**src/rtl/div_iter.sv**
```systemverilog
// div_iter: multi-cycle radix-2 restoring divider for the EX stage.
// Runs DIV/DIVU over WIDTH iterations and requests a pipeline stall until
// the {remainder, quotient} pair is ready for the HI/LO write path.
module div_iter #(
    parameter int WIDTH = 32
) (
    input  logic               clk,
    input  logic               rst,
    input  logic               start_i,
    input  logic               signed_i,
    input  logic               annul_i,
    input  logic [WIDTH-1:0]   opdata1_i,
    input  logic [WIDTH-1:0]   opdata2_i,
    output logic [2*WIDTH-1:0] result_o,
    output logic               ready_o,
    output logic               stallreq_o
);

    localparam int CW = $clog2(WIDTH) + 1;

    typedef enum logic [1:0] {
        S_IDLE   = 2'b00,
        S_BYZERO = 2'b01,
        S_ON     = 2'b10,
        S_END    = 2'b11
    } state_t;

    state_t               r_state, w_state_nxt;
    logic [CW-1:0]        r_cnt, w_cnt_nxt;
    logic [WIDTH-1:0]     r_rem, w_rem_nxt;
    logic [WIDTH-1:0]     r_quo, w_quo_nxt;
    logic [WIDTH-1:0]     r_dvs, w_dvs_nxt;
    logic                 r_neg_q, w_neg_q_nxt;
    logic                 r_neg_r, w_neg_r_nxt;
    logic [2*WIDTH-1:0]   r_result, w_result_nxt;
    logic                 r_ready, w_ready_nxt;

    logic [WIDTH:0]       w_rem_sh;
    logic [WIDTH-1:0]     w_quo_sh;
    logic [WIDTH-1:0]     w_sub;
    logic                 w_ge;
    logic [WIDTH-1:0]     w_step_rem;
    logic [WIDTH-1:0]     w_step_quo;

    // Two's complement negate when 'neg' is set, pass-through otherwise.
    function automatic logic [WIDTH-1:0] f_cond_neg(input logic [WIDTH-1:0] v, input logic neg);
        logic [WIDTH-1:0] res;
        if (neg) begin
            res = ~v + {{(WIDTH-1){1'b0}}, 1'b1};
        end else begin
            res = v;
        end
        return res;
    endfunction

    // Magnitude of an operand; raw value for unsigned divides.
    // The most negative value maps onto itself, which is its correct unsigned magnitude.
    function automatic logic [WIDTH-1:0] f_mag(input logic [WIDTH-1:0] v, input logic sgn);
        return f_cond_neg(v, sgn & v[WIDTH-1]);
    endfunction

    // One restoring step: shift {rem,quo} left and trial-subtract the divisor.
    // If the shifted-out bit is set the partial remainder already exceeds any
    // WIDTH-bit divisor, and the true difference still fits in WIDTH bits.
    assign w_rem_sh = {r_rem, r_quo[WIDTH-1]};
    assign w_quo_sh = {r_quo[WIDTH-2:0], 1'b0};
    assign w_sub    = w_rem_sh[WIDTH-1:0] - r_dvs;
    assign w_ge     = w_rem_sh[WIDTH] | (w_rem_sh[WIDTH-1:0] >= r_dvs);

    // Commit or restore the trial subtraction.
    always_comb begin
        if (w_ge) begin
            w_step_rem = w_sub;
            w_step_quo = w_quo_sh | {{(WIDTH-1){1'b0}}, 1'b1};
        end else begin
            w_step_rem = w_rem_sh[WIDTH-1:0];
            w_step_quo = w_quo_sh;
        end
    end

    // Next-state and datapath update; annul overrides everything.
    always_comb begin
        w_state_nxt  = r_state;
        w_cnt_nxt    = r_cnt;
        w_rem_nxt    = r_rem;
        w_quo_nxt    = r_quo;
        w_dvs_nxt    = r_dvs;
        w_neg_q_nxt  = r_neg_q;
        w_neg_r_nxt  = r_neg_r;
        w_result_nxt = r_result;
        w_ready_nxt  = r_ready;
        if (annul_i) begin
            w_state_nxt  = S_IDLE;
            w_ready_nxt  = 1'b0;
            w_result_nxt = {(2*WIDTH){1'b0}};
        end else begin
            case (r_state)
                S_IDLE: begin
                    w_ready_nxt  = 1'b0;
                    w_result_nxt = {(2*WIDTH){1'b0}};
                    if (start_i) begin
                        if (opdata2_i == {WIDTH{1'b0}}) begin
                            w_state_nxt = S_BYZERO;
                        end else begin
                            w_state_nxt = S_ON;
                            w_quo_nxt   = f_mag(opdata1_i, signed_i);
                            w_dvs_nxt   = f_mag(opdata2_i, signed_i);
                            w_rem_nxt   = {WIDTH{1'b0}};
                            w_cnt_nxt   = {CW{1'b0}};
                            w_neg_q_nxt = signed_i & (opdata1_i[WIDTH-1] ^ opdata2_i[WIDTH-1]);
                            w_neg_r_nxt = signed_i & opdata1_i[WIDTH-1];
                        end
                    end else begin
                        w_state_nxt = S_IDLE;
                    end
                end
                S_BYZERO: begin
                    w_state_nxt  = S_END;
                    w_ready_nxt  = 1'b1;
                    w_result_nxt = {(2*WIDTH){1'b0}};
                end
                S_ON: begin
                    w_rem_nxt = w_step_rem;
                    w_quo_nxt = w_step_quo;
                    w_cnt_nxt = r_cnt + {{(CW-1){1'b0}}, 1'b1};
                    if (r_cnt == CW'(WIDTH - 1)) begin
                        w_state_nxt  = S_END;
                        w_ready_nxt  = 1'b1;
                        w_result_nxt = {f_cond_neg(w_step_rem, r_neg_r),
                                        f_cond_neg(w_step_quo, r_neg_q)};
                    end else begin
                        w_state_nxt = S_ON;
                    end
                end
                S_END: begin
                    if (start_i) begin
                        w_state_nxt = S_END;
                    end else begin
                        w_state_nxt  = S_IDLE;
                        w_ready_nxt  = 1'b0;
                        w_result_nxt = {(2*WIDTH){1'b0}};
                    end
                end
                default: begin
                    w_state_nxt  = S_IDLE;
                    w_ready_nxt  = 1'b0;
                    w_result_nxt = {(2*WIDTH){1'b0}};
                end
            endcase
        end
    end

    // State, iteration counter, operand latches and registered outputs.
    always_ff @(posedge clk or posedge rst) begin
        if (rst) begin
            r_state  <= S_IDLE;
            r_cnt    <= {CW{1'b0}};
            r_rem    <= {WIDTH{1'b0}};
            r_quo    <= {WIDTH{1'b0}};
            r_dvs    <= {WIDTH{1'b0}};
            r_neg_q  <= 1'b0;
            r_neg_r  <= 1'b0;
            r_result <= {(2*WIDTH){1'b0}};
            r_ready  <= 1'b0;
        end else begin
            r_state  <= w_state_nxt;
            r_cnt    <= w_cnt_nxt;
            r_rem    <= w_rem_nxt;
            r_quo    <= w_quo_nxt;
            r_dvs    <= w_dvs_nxt;
            r_neg_q  <= w_neg_q_nxt;
            r_neg_r  <= w_neg_r_nxt;
            r_result <= w_result_nxt;
            r_ready  <= w_ready_nxt;
        end
    end

    assign result_o   = r_result;
    assign ready_o    = r_ready;
    // Stall until the result is ready so the pipeline advances exactly once with it.
    assign stallreq_o = start_i & ~annul_i & ~r_ready;

endmodule

```
**config.mk**
```make
export PLATFORM = sky130hd
export DESIGN_NAME = div_iter
export DESIGN_NICKNAME = d
export VERILOG_FILES = /design/src/rtl/div_iter.sv
export SDC_FILE = /design/constraint.sdc
export NUM_CORES = 1
export LEC_CHECK = 0
export CAP_MARGIN = 20
export CORE_ASPECT_RATIO = 0.5
export CORE_MARGIN = 4
export CORE_UTILIZATION = 35
export CTS_BUF_LIST = sky130_fd_sc_hd__clkbuf_8
export DETAILED_ROUTE_END_ITERATION = 10
export PLACE_DENSITY_LB_ADDON = 0.08
export SLEW_MARGIN = 20
export SYNTH_ARGS = -nofsm -noshare
export SYNTH_HDL_FRONTEND = slang
export SYNTH_SLANG_ARGS = --single-unit
```
**constraint.sdc**
```tcl
create_clock -name clk -period 5.62 [get_ports clk]
set_input_delay 0.843 -clock clk [delete_from_list [all_inputs] [get_ports clk]]
set_output_delay 0.843 -clock clk [all_outputs]
set_load 0.005 [all_outputs]
```
==> results by group <==
Clocking
  • CTS sink cnt: 171
  • Post-CTS Setup Inserts: 0
  • Post-CTS Hold Fix Bufs: 0
  • CTS tree: built
  • Longest Clk Path Bufs: 2
  • Clock Latency Late Sink: 0.51 ns
  • H-tree Lvls: 4
  • Clk slew on worst S/H paths: 0.11 ns
  • Root buffer cell: clkbuf_8
  • Post-cts resize count: 0
  • Cts bufs inserted: 17

Detailed routing
  • Routed WL: 37.0 mm
  • DR pass1 iterations: 5
  • WL/cell: 17.6 um
  • DRC: 0
  • Via count: 11200
  • Drt first-iter violations: 838
  • Avg Vias per Cell: 5.31
  • Final ANT Viol Nets: 0

Finish
  • Layout cells sized above 1: 0.0469
  • Fill count: 3406
  • Final nets: 1742
  • Most frequent cells in the layout: 295 x nand2_1, 202 x o21ai_0, 171 x dfrtp_1, 134 x clkdlybuf4s50_1, 106 x a21oi_1
  • Commonest non-fill, non-tap cell in the layout: nand2_1
  • Final instance area: 14300 sq um
  • Area Growth Syn to Fin: 17.8%

Placement
  • Final Wtd Congestion: 0.900
  • Post-DP Area: 13900 sq um
  • DP Wirelength: 27.9 mm
  • Worst slack at placement: 0.494 ns
  • Port bufs: 134

GRT
  • Pin count of the biggest net entering global routing: 87
  • Initial antenna violation count: 0
  • Met2 usage: 0.297
  • First-pass GRT wire length: 59.3 mm
  • GRT busiest layer: met2
  • Vias in the first global route: 10600
  • Met3 usage: 0.0316
  • Global route overflow: 0
  • All-Layer GR Usage: 0.194
  • Grt met1 use: 0.287

Die
  • CORE AREA: 33600 sq um
  • Row Count: 47
  • Die W: 272 um
  • Die ar.: 38000 sq um
  • Die Y: 140 um
  • Starting Density: 0.362
  • I/O pins: 135

STA
  • Max Fclk: 203 MHz
  • Unrepaired setup endpoints after global routing: no
  • Setup TNS: 0 ns
  • Worst Max-Slew Pin Slew: 1.07 ns
  • Final Setup Violations: 0
  • Worst setup slack after layout: 0.689 ns
  • Final worst-path cycle share: 0.877
  • Max_slew headroom: 0.284
  • Max-slew violations: 0
  • Fin Clk Skew: 0.0269 ns
  • Post-route minimum period: 4.93 ns
  • Final Hold Viols: 0

Critical path
  • Kind of end point of the critical path: flip-flop
  • Worst EP required: 5.98 ns
  • CP Max Fanout: 12
  • Worst setup startpoint: r_rem[16]$_DFFE_PP0P_
  • CP Class: reg2reg
  • FF-to-FF Start: r_rem[16]$_DFFE_PP0P_
  • Startpoint types: flip-flop
  • Critical path arrival: 5.29 ns

Min path
  • HP Class: reg2reg
  • Hold path start: result_o[41]$_DFFE_PP0P_

Synthesis
  • Yosys warnings: 0
  • Post-synth EDFFs: 0
  • Total nets after synthesis: 1657
  • Synthesized area: 12200 sq um
  • Avg Cell Area, Syn: 7.87 sq um
  • Ys async rst share: 1.00
  • Mapped Cells: 1545
  • Flops & latches, synth: 171
  • Seq/Total Area, Yosys: 0.352
  • Synth cell types: 71
  • Synth Flop Type: dfrtp_1

Outcome
  • Run status: complete, no violations

Pwr
  • Pwr dens: 356 nW/um^2
  • Worst VDD drop: 0.178 mV
  • Leakage power total: 6.00 nW

Flow run
  • Maxcap violations: 0
critical path, stage by stage (launching register included):
cell	delay (ns)
dfrtp_1	0.46
ha_1	0.41
a21oi_1	0.19
o21ai_0	0.20
a21o_1	0.28
a211oi_1	0.53
nand3_2	0.35
o21ai_0	0.44
ha_1	0.30
o21ai_1	0.19
or4_1	0.70
o41ai_1	0.50
xor2_1	0.17
o21ai_0	0.08
layer usage:
layer / wire (um) / part of all wire / up-vias
met2: 16200 / 0.44 / 223
met4: 515 / 0.014 / 0
met5: 0 / 0 / -
li1: - / - / 5592
met1: 18700 / 0.51 / 5360
met3: 1550 / 0.042 / 32
final timing paths:
| kind | end | slack (ns) | cells past startpoint |
|---|---|---|---|
| worst max-delay path | result_o[62]$_DFFE_PP0P_ | 0.69 | 13 |
| worst min-delay path | result_o[41]$_DFFE_PP0P_ | 0.49 | 2 |
| worst max register to register | result_o[62]$_DFFE_PP0P_ | 0.69 | 13 |
| worst min register to register | result_o[41]$_DFFE_PP0P_ | 0.49 | 2 |
| max in group asynchronous | r_dvs[14]$_DFFE_PP0P_ | 3.74 | 3 |
| min in group asynchronous | result_o[11]$_DFFE_PP0P_ | 0.85 | 2 |
kinds of logic after synthesis:
| family | share of synthesized area |
|---|---|
| buf+inv | 0.0497 |
| mux | 0.0137 |
| simple gates | 0.218 |
| fa+ha+maj | 0.0448 |
| xor+xnor | 0.0972 |
| flops | 0.352 |
| compound gates | 0.225 |
cells in the mapped netlist, drive strengths merged (16+ instances only):
master  instances  area (sq um)
xnor2          57           499
o21ai         221          1110
clkbuf         67           251
or4            16           131
dfrtp         171          4280
nand2         295          1110
ha             42           526
xor2           78           683
nor3           37           185
and2           17           106
nor2           84           323
o31ai          45           338
inv            55           206
or3            28           175
buf            22           139
nand3          18          90.1
a21oi         107           539
o41ai          16           148
stage by stage:
| stage | util | hold slack [ns] | total power [mW] | instances |
|---|---|---|---|---|
| floorplan | - | 0.449 | 3.53 | 1545 |
| detailed placement | 0.414 | 0.469 | 4.23 | 2075 |
| global placement | 0.414 | 0.463 | 4.18 | 2075 |
| CTS | 0.425 | 0.496 | 5.13 | 2107 |
| finish | 0.426 | 0.490 | 5.11 | 2109 |
| global route | 0.426 | 0.517 | 5.55 | 2108 |
layout make-up:
class	count	area (sq um)	share of cell area
clock buffers	18	248	0.0173
clock inverters	14	133	0.00925
inverters	57	219	0.0153
repair buffers	155	1570	0.109
flip-flops and latches	171	4280	0.299
well taps	465	582	0.0406
multi-input cells	1228	7300	0.509
diodes	1	2.50	0.000175
sequential cells by signal (all words and copies together), names as in the netlist:
signal / count
r_quo: 32
r_dvs: 32
r_state: 2
r_rem: 32
r_neg_q: 1
ready_o: 1
r_cnt: 6
r_neg_r: 1
result_o: 64
power by group:
group          internal (mW)  switching, mW  leakage (nW)  total [mW]
Clock                  0.336          0.558         0.190       0.893
Combinational          0.905           1.59          3.52        2.50
Sequential              1.47          0.248          2.28        1.71
Total                   2.71           2.40          6.00        5.11
Note: power is estimated with default switching activity, not from simulation.
